### src/rtl/reg_file_pkg.sv
// Shared types and helpers for the multi-port integer register file.
package reg_file_pkg;

  typedef enum logic {
    RF_INIT = 1'b0,
    RF_RUN  = 1'b1
  } rf_state_e;

  function automatic int unsigned rf_aw(input int unsigned n);
    return (n < 2) ? 32'd1 : 32'($clog2(n));
  endfunction

  function automatic logic [63:0] rf_init_val(input int unsigned idx, input int unsigned step);
    return 64'(idx) * 64'(step);
  endfunction

endpackage

### src/rtl/reg_file_init_seq.sv
// Init/clear sequencer: walks every register once after reset or clr, then holds RUN with ready high.
module reg_file_init_seq
  import reg_file_pkg::*;
#(
  parameter int unsigned XLEN      = 32,
  parameter int unsigned NREGS     = 32,
  parameter int unsigned INIT_STEP = 0
) (
  input  logic                     i_clk,
  input  logic                     i_reset,
  input  logic                     i_clr,
  output logic                     o_init_we_c,
  output logic [rf_aw(NREGS)-1:0]  o_init_addr_c,
  output logic [XLEN-1:0]          o_init_data_c,
  output logic                     o_ready
);

  localparam int unsigned AW = rf_aw(NREGS);
  localparam logic [AW-1:0] LAST_IDX = AW'(NREGS - 1);

  rf_state_e       r_state;
  logic [AW-1:0]   r_idx;
  logic            r_ready;

  // clr in RUN returns to INIT; clr in INIT restarts the walk from register 0
  always_ff @(posedge i_clk) begin
    if (i_reset) begin
      r_state <= RF_INIT;
      r_idx   <= '0;
      r_ready <= 1'b0;
    end else if (r_state == RF_INIT) begin
      if (i_clr) begin
        r_idx <= '0;
      end else if (r_idx == LAST_IDX) begin
        r_state <= RF_RUN;
        r_ready <= 1'b1;
        r_idx   <= '0;
      end else begin
        r_idx <= r_idx + AW'(1);
      end
    end else if (i_clr) begin
      r_state <= RF_INIT;
      r_idx   <= '0;
      r_ready <= 1'b0;
    end
  end

  assign o_init_we_c   = (r_state == RF_INIT);
  assign o_init_addr_c = r_idx;
  assign o_init_data_c = XLEN'(rf_init_val(32'(r_idx), INIT_STEP));
  assign o_ready       = r_ready;

endmodule

### src/rtl/reg_file_mp.sv
// Multi-port integer register file: NRD async read ports, NWR prioritised write ports, sequenced init.
// Define REG_FILE_BYPASS_EN for write-first forwarding of same-cycle writes to the read ports.
module reg_file_mp
  import reg_file_pkg::*;
#(
  parameter int unsigned XLEN      = 32,
  parameter int unsigned NREGS     = 32,
  parameter int unsigned NRD       = 2,
  parameter int unsigned NWR       = 1,
  parameter int unsigned INIT_STEP = 0,
  parameter int unsigned ZERO_REG  = 1
) (
  input  logic                          i_clk,
  input  logic                          i_reset,
  input  logic                          i_clr,
  input  logic [NWR-1:0]                i_wr_en,
  input  logic [NWR*rf_aw(NREGS)-1:0]   i_waddr,
  input  logic [NWR*XLEN-1:0]           i_wdata,
  input  logic [NRD*rf_aw(NREGS)-1:0]   i_raddr,
  output logic [NRD*XLEN-1:0]           o_rdata_c,
  output logic                          o_ready
);

  localparam int unsigned AW = rf_aw(NREGS);

  logic [XLEN-1:0] r_mem [NREGS];
  logic            w_init_we;
  logic [AW-1:0]   w_init_addr;
  logic [XLEN-1:0] w_init_data;
  logic            w_ready;
  logic [NWR-1:0]  w_wr_ok;

  reg_file_init_seq #(
    .XLEN      (XLEN),
    .NREGS     (NREGS),
    .INIT_STEP (INIT_STEP)
  ) u_init_seq (
    .i_clk         (i_clk),
    .i_reset       (i_reset),
    .i_clr         (i_clr),
    .o_init_we_c   (w_init_we),
    .o_init_addr_c (w_init_addr),
    .o_init_data_c (w_init_data),
    .o_ready       (w_ready)
  );

  // Addressable and not the hardwired zero register
  function automatic logic addr_ok(input logic [AW-1:0] a);
    return (32'(a) < NREGS) && !((ZERO_REG != 0) && (a == '0));
  endfunction

  always_comb begin
    w_wr_ok = '0;
    for (int p = 0; p < NWR; p++) begin
      w_wr_ok[p] = w_ready && i_wr_en[p] && addr_ok(i_waddr[p*AW +: AW]);
    end
  end

  // Later ports overwrite earlier ones, so the highest-indexed port wins a collision
  always_ff @(posedge i_clk) begin
    if (w_init_we) begin
      r_mem[w_init_addr] <= w_init_data;
    end
    for (int p = 0; p < NWR; p++) begin
      if (w_wr_ok[p]) begin
        r_mem[i_waddr[p*AW +: AW]] <= i_wdata[p*XLEN +: XLEN];
      end
    end
  end

  always_comb begin : p_read
    logic [AW-1:0] w_ra;
    w_ra      = '0;
    o_rdata_c = '0;
    for (int r = 0; r < NRD; r++) begin
      w_ra = i_raddr[r*AW +: AW];
      if (w_ready && addr_ok(w_ra)) begin
        o_rdata_c[r*XLEN +: XLEN] = r_mem[w_ra];
`ifdef REG_FILE_BYPASS_EN
        for (int p = 0; p < NWR; p++) begin
          if (w_wr_ok[p] && (i_waddr[p*AW +: AW] == w_ra)) begin
            o_rdata_c[r*XLEN +: XLEN] = i_wdata[p*XLEN +: XLEN];
          end
        end
`else
        o_rdata_c[r*XLEN +: XLEN] = r_mem[w_ra];
`endif
      end
    end
  end

  assign o_ready = w_ready;

endmodule

### config.mk
export PLATFORM = sky130hd
export DESIGN_NAME = reg_file_mp
export DESIGN_NICKNAME = d
export VERILOG_FILES = /design/src/rtl/reg_file_pkg.sv /design/src/rtl/reg_file_init_seq.sv /design/src/rtl/reg_file_mp.sv
export SDC_FILE = /design/constraint.sdc
export NUM_CORES = 2
export LEC_CHECK = 0
export BUFFER_PORTS_ARGS = -buffer_cell sky130_fd_sc_hd__clkbuf_2
export CAP_MARGIN = 40
export CORE_ASPECT_RATIO = 2
export CORE_MARGIN = 4
export CORE_UTILIZATION = 55
export CTS_BUF_LIST = sky130_fd_sc_hd__clkbuf_16
export DETAILED_ROUTE_END_ITERATION = 16
export GPL_ROUTABILITY_DRIVEN = 0
export PLACE_DENSITY = 0.75
export SLEW_MARGIN = 20
export SYNTH_ARGS = -nofsm -noshare
export SYNTH_HDL_FRONTEND = slang
export SYNTH_SLANG_ARGS = --single-unit
### constraint.sdc
create_clock -name i_clk -period 4 [get_ports i_clk]
set_clock_uncertainty 0.1 [all_clocks]
set_input_delay 0.4 -clock i_clk [delete_from_list [all_inputs] [get_ports i_clk]]
set_output_delay 0.4 -clock i_clk [all_outputs]
set_load 0.01 [all_outputs]
==> summary.md <==
| Metric | Value |
|---|---|
| Outcome | `completed` |
| Post-synth cell types | `50` |
| End of the worst hold path | `r_mem[6][2]$_SDFFCE_PN0P_` |
| TritonCTS clock tree | `built` |
| Final Max Tran Viols | `0` |
| Largest net degree at the start of global routing | `63` |
| RSZ-0062 raised after global routing | `false` |
| DRT Pass-1 Iters | `7` |
| Final Hold Slack | `approximately 250 ps` |
| Nets@finish | `between 4k and 5k` |
| Cell count of the worst reg-to-reg path | `5` |
| Post-CTS setup buffer count | `0` |
| Warnings, synthesis | `0` |
| Skew-Pair Late Insertion Delay | `710 ps` |
| # port buffers | `115` |
| Final WS setup | `118 ps` |
| Die Area | `106000 µm²` |
| Hold-critical path depth | `2` |
| Share of cells above drive strength 1 | `0.195` |
| R2r endpoint | `r_mem[28][27]$_SDFFCE_PN0P_` |
| Routed wire length per instance | `37.2 µm` |
| Clock sink count | `1031` |
| Total gr overflow | `0` |
| ANT nets after route | `0` |
| Starting density of the core | `0.554` |
| DIE HEIGHT | `between 400 and 500 µm` |
| Chip width | `approximately 230 µm` |
| Mapped Cells | `4096` |
| CP max stage cell | `nand4_1` |
| Dpl ws | `600 ps` |
| Peak supply drop | `0.433 mV` |
| Worst path max stage delay | `510 ps` |
| First-pass GRT wire length | `285000 µm` |
| Top cells by area, synth | `edfxtp_1, and2_1, mux4_2, mux2i_1, a22oi_1` |
| Area of the mapped netlist | `55200 µm²` |
| CP Class | `flop to output pin` |
| Largest fanout on the critical path | `32` |
| Overall routed net length | `206000 µm` |
| DP HPWL | `133000 µm` |
| FF-to-FF Start | `u_init_seq.o_ready$_SDFFE_PP0P_` |
| Tmin final | `approximately 3900 ps` |
| Max Clk Rate | `0.258 GHz` |
| Critical Path RT | `approximately 3500 ps` |
| P per Cell Area | `about 370 nW/µm²` |
| Vias in the first global route | `40.3k` |
| Leakage | `23.2 nW` |
| Total CTS buffers | `89` |
| Synth top area share | `0.557` |
| Post-synth ARST share | `0` |
| Most used DFF post-synth | `edfxtp_1` |
| Fin crit share | `0.971` |
| Row count | `164` |
| Setup TNS | `0 ps` |
| Setup crit start kind | `flop` |
| R2r setup slk | `1080 ps` |
| DR iter-0 viols | `6040` |
| Critical Path Start | `u_init_seq.o_ready$_SDFFE_PP0P_` |
| Final setup fails | `0` |
| Max-cap violations | `0` |
| Critical Path End Type | `output pin` |
| Post-Synthesis Mean Instance Area | `about 13 µm²` |
| Slew of the pin with the lowest slew margin | `942 ps` |
| Slew Limit Headroom | `0.372` |
| Post-synth EDFFs | `1024` |
| I/O pin cnt | `116` |
| All-Layer GR Usage | `0.385` |
| Clk buf depth | `3` |
| HP Start | `i_wdata[2]` |
| Layout area overhead | `11.8%` |
| Most common cell in the netlist | `edfxtp_1` |
| Synth Register Bits | `1031` |
| Hold Path Class | `input pin to flop` |
| DRC errors left | `0` |
| Critical Path AT | `~3400 ps` |
| Vias | `39.6k` |
| CP top delay family | `buffers and inverters` |
| Worst Path Buf+Inv | `3` |
| Initial antenna violation count | `30` |
| Htree depth | `3` |
| Hold Vio Cnt, Final | `0` |
| Synth area leader | `edfxtp_1` |
| Sequential share of the synthesized area | `0.559` |
| Placeable core area | `99700 µm²` |
| Root buffer cell | `clkbuf_16` |
| Most frequent cells after synthesis | `edfxtp_1, and2_1, mux2i_1, clkbuf_1, mux4_2` |
| Worst-path cell chain | `buf_4 > nor4bb_4 > buf_12 > a22o_1 > a31oi_1 > nand4_1 > clkbuf_2` |
| Vias/cell | `7.15` |
| Clock transition at path regs | `about 60 ps` |
[how the worst max path moves through the flow]
stage	slack, ps	endpoint	cells after the start
floorplan	760	r_mem[16][0]$_SDFFCE_PN0P_	4
CTS	220	o_rdata_c[57]	7
global route	130	o_rdata_c[57]	7
detailed placement	600	o_rdata_c[11]	7
finish	120	o_rdata_c[30]	7
global placement	630	o_rdata_c[11]	7
[repair_timing]
action	CTS	global route
endpoints found under the hold margin	7	0
gates resized for setup	0	0
hold buffers	3	0
[sequential cells by signal, summed over array words and instances, names as in the netlist]
register,cells
r_mem,1024
u_init_seq.o_init_addr_c,5
u_init_seq.o_ready,1
u_init_seq.r_state,1
[layout by cell type (no fill, tap or decap), types with 9 or more instances in the layout]
cell type | Yosys | final
clkbuf_16 | 0 | 90
and3_1 | 26 | 25
diode_2 | 0 | 21
nand4_1 | 64 | 64
clkinv_2 | 0 | 9
a21oi_1 | 93 | 93
and2_1 | 998 | 995
clkinv_1 | 0 | 15
buf_4 | 23 | 183
conb_1 | 1 | 32
inv_1 | 3 | 18
mux2i_1 | 520 | 520
nand3_1 | 138 | 137
buf_12 | 0 | 39
a22o_1 | 32 | 32
a31oi_1 | 31 | 31
a22oi_1 | 227 | 227
nor2_1 | 42 | 13
nand2_1 | 92 | 92
nor2_4 | 0 | 30
edfxtp_1 | 1024 | 1024
bufinv_16 | 0 | 14
o22ai_4 | 0 | 31
mux4_2 | 252 | 252
clkbuf_2 | 22 | 109
[worst reg2reg max path: stages (launching register included)]
cell	delay, ps
dfxtp_1	680
nand2_1	90
or3_1	450
buf_8	210
o22ai_4	730
buf_4	370
[per-stage QoR]
step	util	power (mW)	cells	cell area [µm²]
finish	0.619	22.9	5543	61800
global route	0.619	23.3	5528	61700
CTS	0.618	22.8	5519	61700
detailed placement	0.588	13.9	5358	58600
global placement	0.587	13.8	5354	58600
floorplan	-	13.1	4127	55300
[routing by layer]
| metal | wire length, µm | vias to the layer above | GRT usage |
|---|---|---|---|
| li1 | - | 15505 | - |
| met1 | 57400 | 19341 | 0.391 |
| met2 | 101000 | 3441 | 0.641 |
| met4 | 23800 | 14 | 0.349 |
| met5 | 97 | - | 0 |
| met3 | 23500 | 1333 | 0.0982 |
[cells by family (layout without fill, tap and decap cells)]
logic type,after synthesis,after routing,synth area share
DFF,1031,1031,0.559
adders and majority gates,6,6,0.00136
and+or+nand+nor,1415,1415,0.153
other,1,53,0.0000679
AOI/OAI and AO/OA,430,430,0.0537
muxes,772,772,0.197
buffers and inverters,441,508,0.0358
[cell type report]
type | count | area, µm²
repair buffers | 347 | 2910
flip-flops and latches | 1031 | 30900
fillers | 7465 | 38000
inverters | 3 | 11.3
well taps | 1328 | 1660
clock buffers | 90 | 2250
multi-input cells | 2655 | 23200
diodes | 21 | 52.6
clock inverters | 68 | 743
[where the power goes]
| group | leakage, nW | internal [mW] | switching [mW] |
|---|---|---|---|
| sequential | 10.5 | 11.8 | 0.0348 |
| combinational | 11.3 | 0.687 | 1.19 |
| clock | 1.51 | 5.03 | 4.16 |
| total | 23.2 | 17.5 | 5.39 |
No activity file was read; power rests on OpenSTA's default activity.
